### src/rtl/uart_tx_serializer.sv
// UART transmitter: pops 9-bit words from an upstream FIFO, sends start/data/stop; start bit leaves 2 cycles after the pop.
// Backpressure: at most one word in flight; the FIFO is popped only while idle, so back-to-back frames are 2 idle cycles apart.
module uart_tx_serializer #(
    parameter int NINE_BIT  = 0,
    parameter int STOP_BITS = 1
) (
    input  logic        i_clk,
    input  logic        i_rst,
    output logic        o_fifo_rd_en,
    input  logic [8:0]  i_fifo_rd_data,
    input  logic        i_fifo_rd_valid,
    input  logic        i_fifo_empty,
    input  logic [15:0] i_baud_div,
    output logic        o_tx,
    output logic        o_busy
);

    localparam logic [3:0] LAST_DATA = (NINE_BIT != 0) ? 4'd8 : 4'd7;
    localparam logic [3:0] LAST_STOP = (STOP_BITS == 2) ? 4'd1 : 4'd0;

    typedef enum logic [2:0] {
        IDLE,
        FETCH,
        START,
        DATA,
        STOP
    } state_t;

    state_t      state;
    state_t      state_nxt;
    logic [15:0] cnt;
    logic [15:0] cnt_nxt;
    logic [15:0] div_q;
    logic [15:0] div_nxt;
    logic [3:0]  idx;
    logic [3:0]  idx_nxt;
    logic [8:0]  shreg;
    logic [8:0]  shreg_nxt;
    logic        tx_nxt;
    logic [15:0] div_eff;

    assign div_eff      = (i_baud_div == 16'd0) ? 16'd1 : i_baud_div;
    assign o_fifo_rd_en = (state == IDLE) && !i_fifo_empty && !i_rst;
    assign o_busy       = (state != IDLE);

    always_ff @(posedge i_clk) begin
        if (i_rst) begin
            state <= IDLE;
            cnt   <= 16'd0;
            idx   <= 4'd0;
            div_q <= 16'd0;
            shreg <= 9'd0;
            o_tx  <= 1'b1;
        end else begin
            state <= state_nxt;
            cnt   <= cnt_nxt;
            idx   <= idx_nxt;
            div_q <= div_nxt;
            shreg <= shreg_nxt;
            o_tx  <= tx_nxt;
        end
    end

    // cnt counts down the remaining cycles of the bit currently on the line;
    // o_tx is updated on the same edge as the state so each bit lasts div_q cycles.
    always_comb begin
        state_nxt = state;
        cnt_nxt   = cnt;
        idx_nxt   = idx;
        div_nxt   = div_q;
        shreg_nxt = shreg;
        tx_nxt    = o_tx;
        case (state)
            IDLE: begin
                tx_nxt = 1'b1;
                if (!i_fifo_empty) begin
                    state_nxt = FETCH;
                end
            end
            FETCH: begin
                if (i_fifo_rd_valid) begin
                    shreg_nxt = i_fifo_rd_data;
                    div_nxt   = div_eff;
                    cnt_nxt   = div_eff - 16'd1;
                    idx_nxt   = 4'd0;
                    tx_nxt    = 1'b0;
                    state_nxt = START;
                end else begin
                    tx_nxt    = 1'b1;
                    state_nxt = IDLE;
                end
            end
            START: begin
                if (cnt == 16'd0) begin
                    tx_nxt    = shreg[0];
                    shreg_nxt = {1'b0, shreg[8:1]};
                    cnt_nxt   = div_q - 16'd1;
                    idx_nxt   = 4'd0;
                    state_nxt = DATA;
                end else begin
                    cnt_nxt = cnt - 16'd1;
                end
            end
            DATA: begin
                if (cnt == 16'd0) begin
                    cnt_nxt = div_q - 16'd1;
                    if (idx == LAST_DATA) begin
                        tx_nxt    = 1'b1;
                        idx_nxt   = 4'd0;
                        state_nxt = STOP;
                    end else begin
                        tx_nxt    = shreg[0];
                        shreg_nxt = {1'b0, shreg[8:1]};
                        idx_nxt   = idx + 4'd1;
                    end
                end else begin
                    cnt_nxt = cnt - 16'd1;
                end
            end
            STOP: begin
                tx_nxt = 1'b1;
                if (cnt == 16'd0) begin
                    if (idx == LAST_STOP) begin
                        idx_nxt   = 4'd0;
                        state_nxt = IDLE;
                    end else begin
                        idx_nxt = idx + 4'd1;
                        cnt_nxt = div_q - 16'd1;
                    end
                end else begin
                    cnt_nxt = cnt - 16'd1;
                end
            end
            default: begin
                tx_nxt    = 1'b1;
                state_nxt = IDLE;
            end
        endcase
    end

endmodule

### config.mk
export PLATFORM = sky130hd
export DESIGN_NAME = uart_tx_serializer
export DESIGN_NICKNAME = d
export VERILOG_FILES = /design/src/rtl/uart_tx_serializer.sv
export SDC_FILE = /design/constraint.sdc
export NUM_CORES = 1
export LEC_CHECK = 0
export ABC_AREA = 1
export ABC_CLOCK_PERIOD_IN_PS = 2000
export BUFFER_PORTS_ARGS = -buffer_cell sky130_fd_sc_hd__clkbuf_2
export CAP_MARGIN = 20
export CORE_MARGIN = 4
export CORE_UTILIZATION = 59
export CTS_CLUSTER_DIAMETER = 50
export CTS_CLUSTER_SIZE = 12
export DETAILED_ROUTE_END_ITERATION = 10
export PLACE_DENSITY = 0.8
export SYNTH_ARGS = -nofsm -noshare
export SYNTH_HDL_FRONTEND = slang
export SYNTH_SLANG_ARGS = --single-unit
### constraint.sdc
create_clock -name i_clk -period 2 [get_ports i_clk]
set_input_delay 0.2 -clock i_clk [delete_from_list [all_inputs] [get_ports i_clk]]
set_output_delay 0.2 -clock i_clk [all_outputs]
set_load 0.1 [all_outputs]
# ---- After elaboration in Yosys (flattened, before gate mapping)
# Index checks and enable logic that the tools add are counted.
# Widths: inputs -> output; s select.
dict set report op_classes {
  n_addsub 4
  n_eq_ne 14
  mux 31
  reduce_logical 19
}
# cell n
set ops {}
lappend ops {{$mux 16} 5}
lappend ops {{$pmux 16 s3} 1}
lappend ops {{$sub 16x1->16 const B} 3}
lappend ops {{$mux 9} 4}
lappend ops {{$logic_not 16->1} 2}
lappend ops {{$pmux 9 s3} 1}
lappend ops {{$mux 4} 6}
lappend ops {{$mux 3} 6}
lappend ops {{$ne 2x2->1 const B} 8}
lappend ops {{$pmux 4 s4} 1}
lappend ops {{$pmux 3 s5} 1}
lappend ops {{$reduce_and 5->1} 2}
lappend ops {{$reduce_bool 3->1} 3}
lappend ops {{$eq 3x2->1 const B} 2}
lappend ops {{$reduce_and 6->1} 1}
lappend ops {{$add 4x1->4 const B} 1}
lappend ops {{$eq 4x3->1 const B} 1}
lappend ops {{$logic_not 4->1} 1}
lappend ops {{$mux 1} 4}
lappend ops {{$reduce_and 2->1} 2}
lappend ops {{$reduce_bool 4->1} 1}
lappend ops {{$eq 3x1->1 const B} 1}
lappend ops {{$eq 3x3->1 const B} 1}
lappend ops {{$logic_not 3->1} 1}
lappend ops {{other kinds (7)} 9}
dict set report totals {
  regBits 49
  in_bits 29
  output_inout_bits 3
  wordCells 74
}

# ---- Logic depth before layout (Yosys ltp)
dict set report depth {
  word_depth 5
  depth_mapped 16
  depth_no_buf 16
}

# ---- Worst setup path after synthesis
# OpenSTA, ideal clock, no wires.
dict set report synth_timing {
  path_type {flip-flop to output port}
  start {register state[2]}
  end {output port o_fifo_rd_en}
  t_arrival_ns 3.336
  t_required_ns 1.800
  setup_slack_ns -1.536
  path_stages_with_launch 4
  n_path_buf 0
  path_cell_list {dfxtp_1 nor2_1 nand2_1 nor3_1}
}
dict set report synth_between {
  elab_chain_cells 3
}
# item line_no
set synth_lines {}
lappend synth_lines {{start: declaration} 29} ;# state_t state;
lappend synth_lines {{start signal: assignment} 55} ;# state <= state_nxt;
lappend synth_lines {{$logic_not 3->1} 43} ;# assign o_fifo_rd_en = (state == IDLE) && !i_fifo_empty && !i_rst;
lappend synth_lines {{$logic_and 1x1->1 (2 in series)} 43}
lappend synth_lines {{end: declaration} 9} ;# output logic o_fifo_rd_en,
# Every way passes these cells.

# ---- Worst setup path in the final report
dict set report layout_timing {
  start {register state[0]}
  end {register cnt[14]}
}
dict set report layout_between {
  elab_chain_cells 4
  word_cells_on_any_way 10
  cone_classes {eq/ne: 6; mux: 1; reduce/logical: 3}
}
# item line_no
set layout_lines {}
lappend layout_lines {{$eq 3x2->1} 73} ;# case (state)
lappend layout_lines {{$reduce_or 2->1 (no line)} -}
lappend layout_lines {{$reduce_bool 3->1 (no line)} -}
lappend layout_lines {{$reduce_and 3->1 (no line)} -}
lappend layout_lines {{end signal: assignment} 56} ;# cnt <= cnt_nxt;
lappend layout_lines {{end: declaration} 31} ;# logic [15:0] cnt;
# Several ways; a longest one is shown, not always the timed one.
# A chain may end at the register's enable or synchronous reset.

==> summary.md <==
| Metric | Value |
|---|---|
| Status | `complete, no violations` |
| Worst setup SP type | `register` |
| WHS Endpoint | `shreg[4]` |
| Worst clock skew | `0.00700 ns` |
| Fin crit period | `between 1.5 and 2 ns` |
| Post-route ant nets | `0` |
| Core area | `0.00475 mm2` |
| Worst EP arrival | `2.15 ns` |
| Mapped Cells | `442` |
| Max_cap viols | `0` |
| Layout cells sized above 1 | `21.8%` |
| Vias per cell | `5.42` |
| Clock buffer depth | `2` |
| Clk slew on worst S/H paths | `0.09 ns` |
| Vias in the first global route | `2,756` |
| Fin Setup TNS | `0 ns` |
| H-tree Lvls | `2` |
| Die Area | `0.00610 mm2` |
| Ys Warns | `0` |
| Final worst-path cycle share | `about 97%` |
| Mean Syn Cell Area | `6.56 um2` |
| Total track usage | `23.9%` |
| Post-synth EDFFs | `0` |
| Synth cell count leaders | `79 x nand2_1, 66 x inv_1, 51 x nand3_1` |
| Post-synth ARST share | `0%` |
| Seq cells post-synth | `49` |
| Std cell rows | `25` |
| Reg2Reg Depth | `13` |
| Fin util | `71.0%` |
| Count leader, synth | `nand2_1` |
| TritonCTS clock tree | `yes` |
| Pwr dens | `1440 mW/mm2` |
| Slew HR | `64.1%` |
| Die width | `78.1 um` |
| Placed Area | `0.00319 mm2` |
| Fill count | `416` |
| Upper clock frequency limit | `517 MHz` |
| Buffers added on ports | `31` |
| Global-route wire length before repair | `12.0 mm` |
| IO Pins | `32` |
| Synth-to-Final Area Change | `16.5%` |
| Largest cells by area after synthesis | `dfxtp_1 34%, nand2_1 10%, nand3_1 8.8%` |
| Final hold violations | `0` |
| Synth area leader | `dfxtp_1` |
| Largest net degree at the start of global routing | `34` |
| Crit Path Max Fanout | `6` |
| Tot Pwr | `0.00488 W` |
| Hold Buf Count CTS | `0` |
| Sink Count | `49` |
| Reg2reg setup slack | `0.07 ns` |
| Placed insts | `539` |
| Area of the multi-input gates | `0.00165 mm2` |
| Hold wc startpoint | `i_fifo_rd_data[4]` |
| Worst min path class | `in2reg` |
| CP Data Required Time | `2.21 ns` |
| Register Area | `988 um2` |
| Initial detailed-routing violation count | `193` |
| Initial antenna violation count | `0` |
| Hold Crit Depth | `3` |
| Layout Nets | `512` |
| DR pass1 iterations | `5` |
| Grt ovf | `0` |
| Worst R2R Start | `state[0]` |
| Setup Viol. Count Final | `0` |
| Placer Congestion | `0.952` |
| # diodes | `0` |
| Cell Area, Synth | `0.00290 mm2` |
| Routed vias | `2,972` |
| Slew Viols, Final | `0` |
| CP endpoint kind | `register` |
| HPWL Detailed | `a little over 5 mm` |
| Die height | `roughly 78 um` |
| Register area share after synthesis | `33.9%` |
| Root Buffer | `clkbuf_8` |
| Max VDD drop | `0.874 mV` |
| Final instance area | `0.00338 mm2` |
| Crit Reg-Reg Endpoint | `cnt[14]` |
| CTS buffer count | `5` |
| Worst-margin pin slew | `0.541 ns` |
| DRC viols | `0` |
| Non-filler cells, final | `around 550` |
| Clock Latency Late Sink | `0.30 ns` |
| Effective utilization at floorplan | `between 60% and 70%` |
| Synth Net Count | `474` |
| Top cell type's share of synthesized area | `33.9%` |
| Post-synth top flop | `dfxtp_1` |
| Post-Route WL | `7.08 mm` |
| Netlist cell types | `33` |
| Pleak | `about 1.6 nW` |
| Routed WL per cell | `12.9 um` |
| Worst setup path category | `reg2reg` |
## report_power, final
| part | switching (W) | internal, W |
|---|---|---|
| logic | 0.00187 | 0.000973 |
| clock network | 0.000325 | 0.000248 |
| registers | 0.000183 | 0.00127 |
## routing by layer
metal | share of wire, % | track usage (%) | vias up
met4 | 1.6 | 7.69 | 0
met5 | 0 | 0 | -
met3 | 5.4 | 3.56 | 13
li1 | - | - | 1515
met2 | 48 | 40.6 | 86
met1 | 45 | 31.1 | 1358
## what timing repair did
item | in CTS | in global routing
pin swaps | 1 | 3
endpoints found under the setup margin | 1 | 14
resized for setup | 2 | 26
setup buffers | 1 | 0
## per-stage QoR
stage / worst slack (ns) / hold WS (ns)
2_1_floorplan: 0.103 / 0.360
3_3_place_gp: 0.0951 / 0.447
3_5_place_dp: -0.0524 / 0.456
6_report: 0.0674 / 0.128
5_1_grt: -0.0577 / 0.144
4_1_cts: 0.00258 / 0.135
## worst max-delay path by stage
| stage | slack, ns | from | to | cells after the start |
|---|---|---|---|---|
| 6_report | 0.07 | state[0] | cnt[14] | 13 |
| 5_1_grt | -0.06 | state[0] | cnt[10] | 13 |
| 4_1_cts | 0.003 | state[0] | cnt[14] | 13 |
| 3_5_place_dp | -0.05 | state[0] | cnt[14] | 14 |
| 3_3_place_gp | 0.1 | state[0] | cnt[14] | 14 |
| 2_1_floorplan | 0.10 | state[2] | o_fifo_rd_en | 3 |
## worst max-delay path: stages, from the launching register on
cell	delay [ns]
dfxtp_2	0.36
nor2_4	0.14
nand2_2	0.10
nand2_4	0.15
nand3_1	0.11
nand2_1	0.11
ha_2	0.21
nand2_1	0.10
nor2_4	0.12
nand2_2	0.08
o21bai_1	0.16
nand3_1	0.09
nand2_1	0.07
inv_1	0.03
## flip-flops by register name, summed over array words and instances (netlist names)
signal	cells
cnt	16
idx	4
div_q	16
state	3
shreg	9
o_tx	1
## layout by cell type, fill, tap and decap left out, types with 2 or more instances in the layout
master,synthesis,layout
a211oi_1,4,4
a21oi_1,38,38
a31oi_1,8,8
buf_4,0,15
buf_6,2,2
clkbuf_1,8,2
clkbuf_2,0,30
clkbuf_8,0,5
dfxtp_1,49,45
dfxtp_2,0,3
ha_1,3,2
inv_1,66,65
inv_2,3,3
nand2_1,79,74
nand2_2,16,19
nand2_4,1,3
nand3_1,51,50
nand3_2,2,3
nand4_1,10,10
nor2_1,31,27
nor2_2,7,5
nor2_4,2,8
o211ai_1,3,3
o21ai_0,32,31
o21ai_1,5,6
xnor2_1,3,3
xor2_1,2,2
## logic make-up (layout without fill, tap and decap cells)
logic type / after synthesis / count (layout) / synth area share [%]
fa+ha+maj: 3 / 3 / 1.30
flops: 49 / 49 / 33.9
buf+inv: 87 / 126 / 12.2
compound gates: 95 / 95 / 18.3
simple gates: 203 / 203 / 32.9
xor+xnor: 5 / 5 / 1.51
## area by class of cell
class                           instances  share of cell area, %
Multi-Input combinational cell        306                   48.7
Sequential cell                        49                   29.3
Timing Repair Buffer                   48                   9.04
Inverter                               70                   8.00
Tap cell                               67                   2.48
Clock buffer                            7                   2.26
Clock inverter                          1                  0.222
Note: power is estimated with default switching activity, not from simulation.
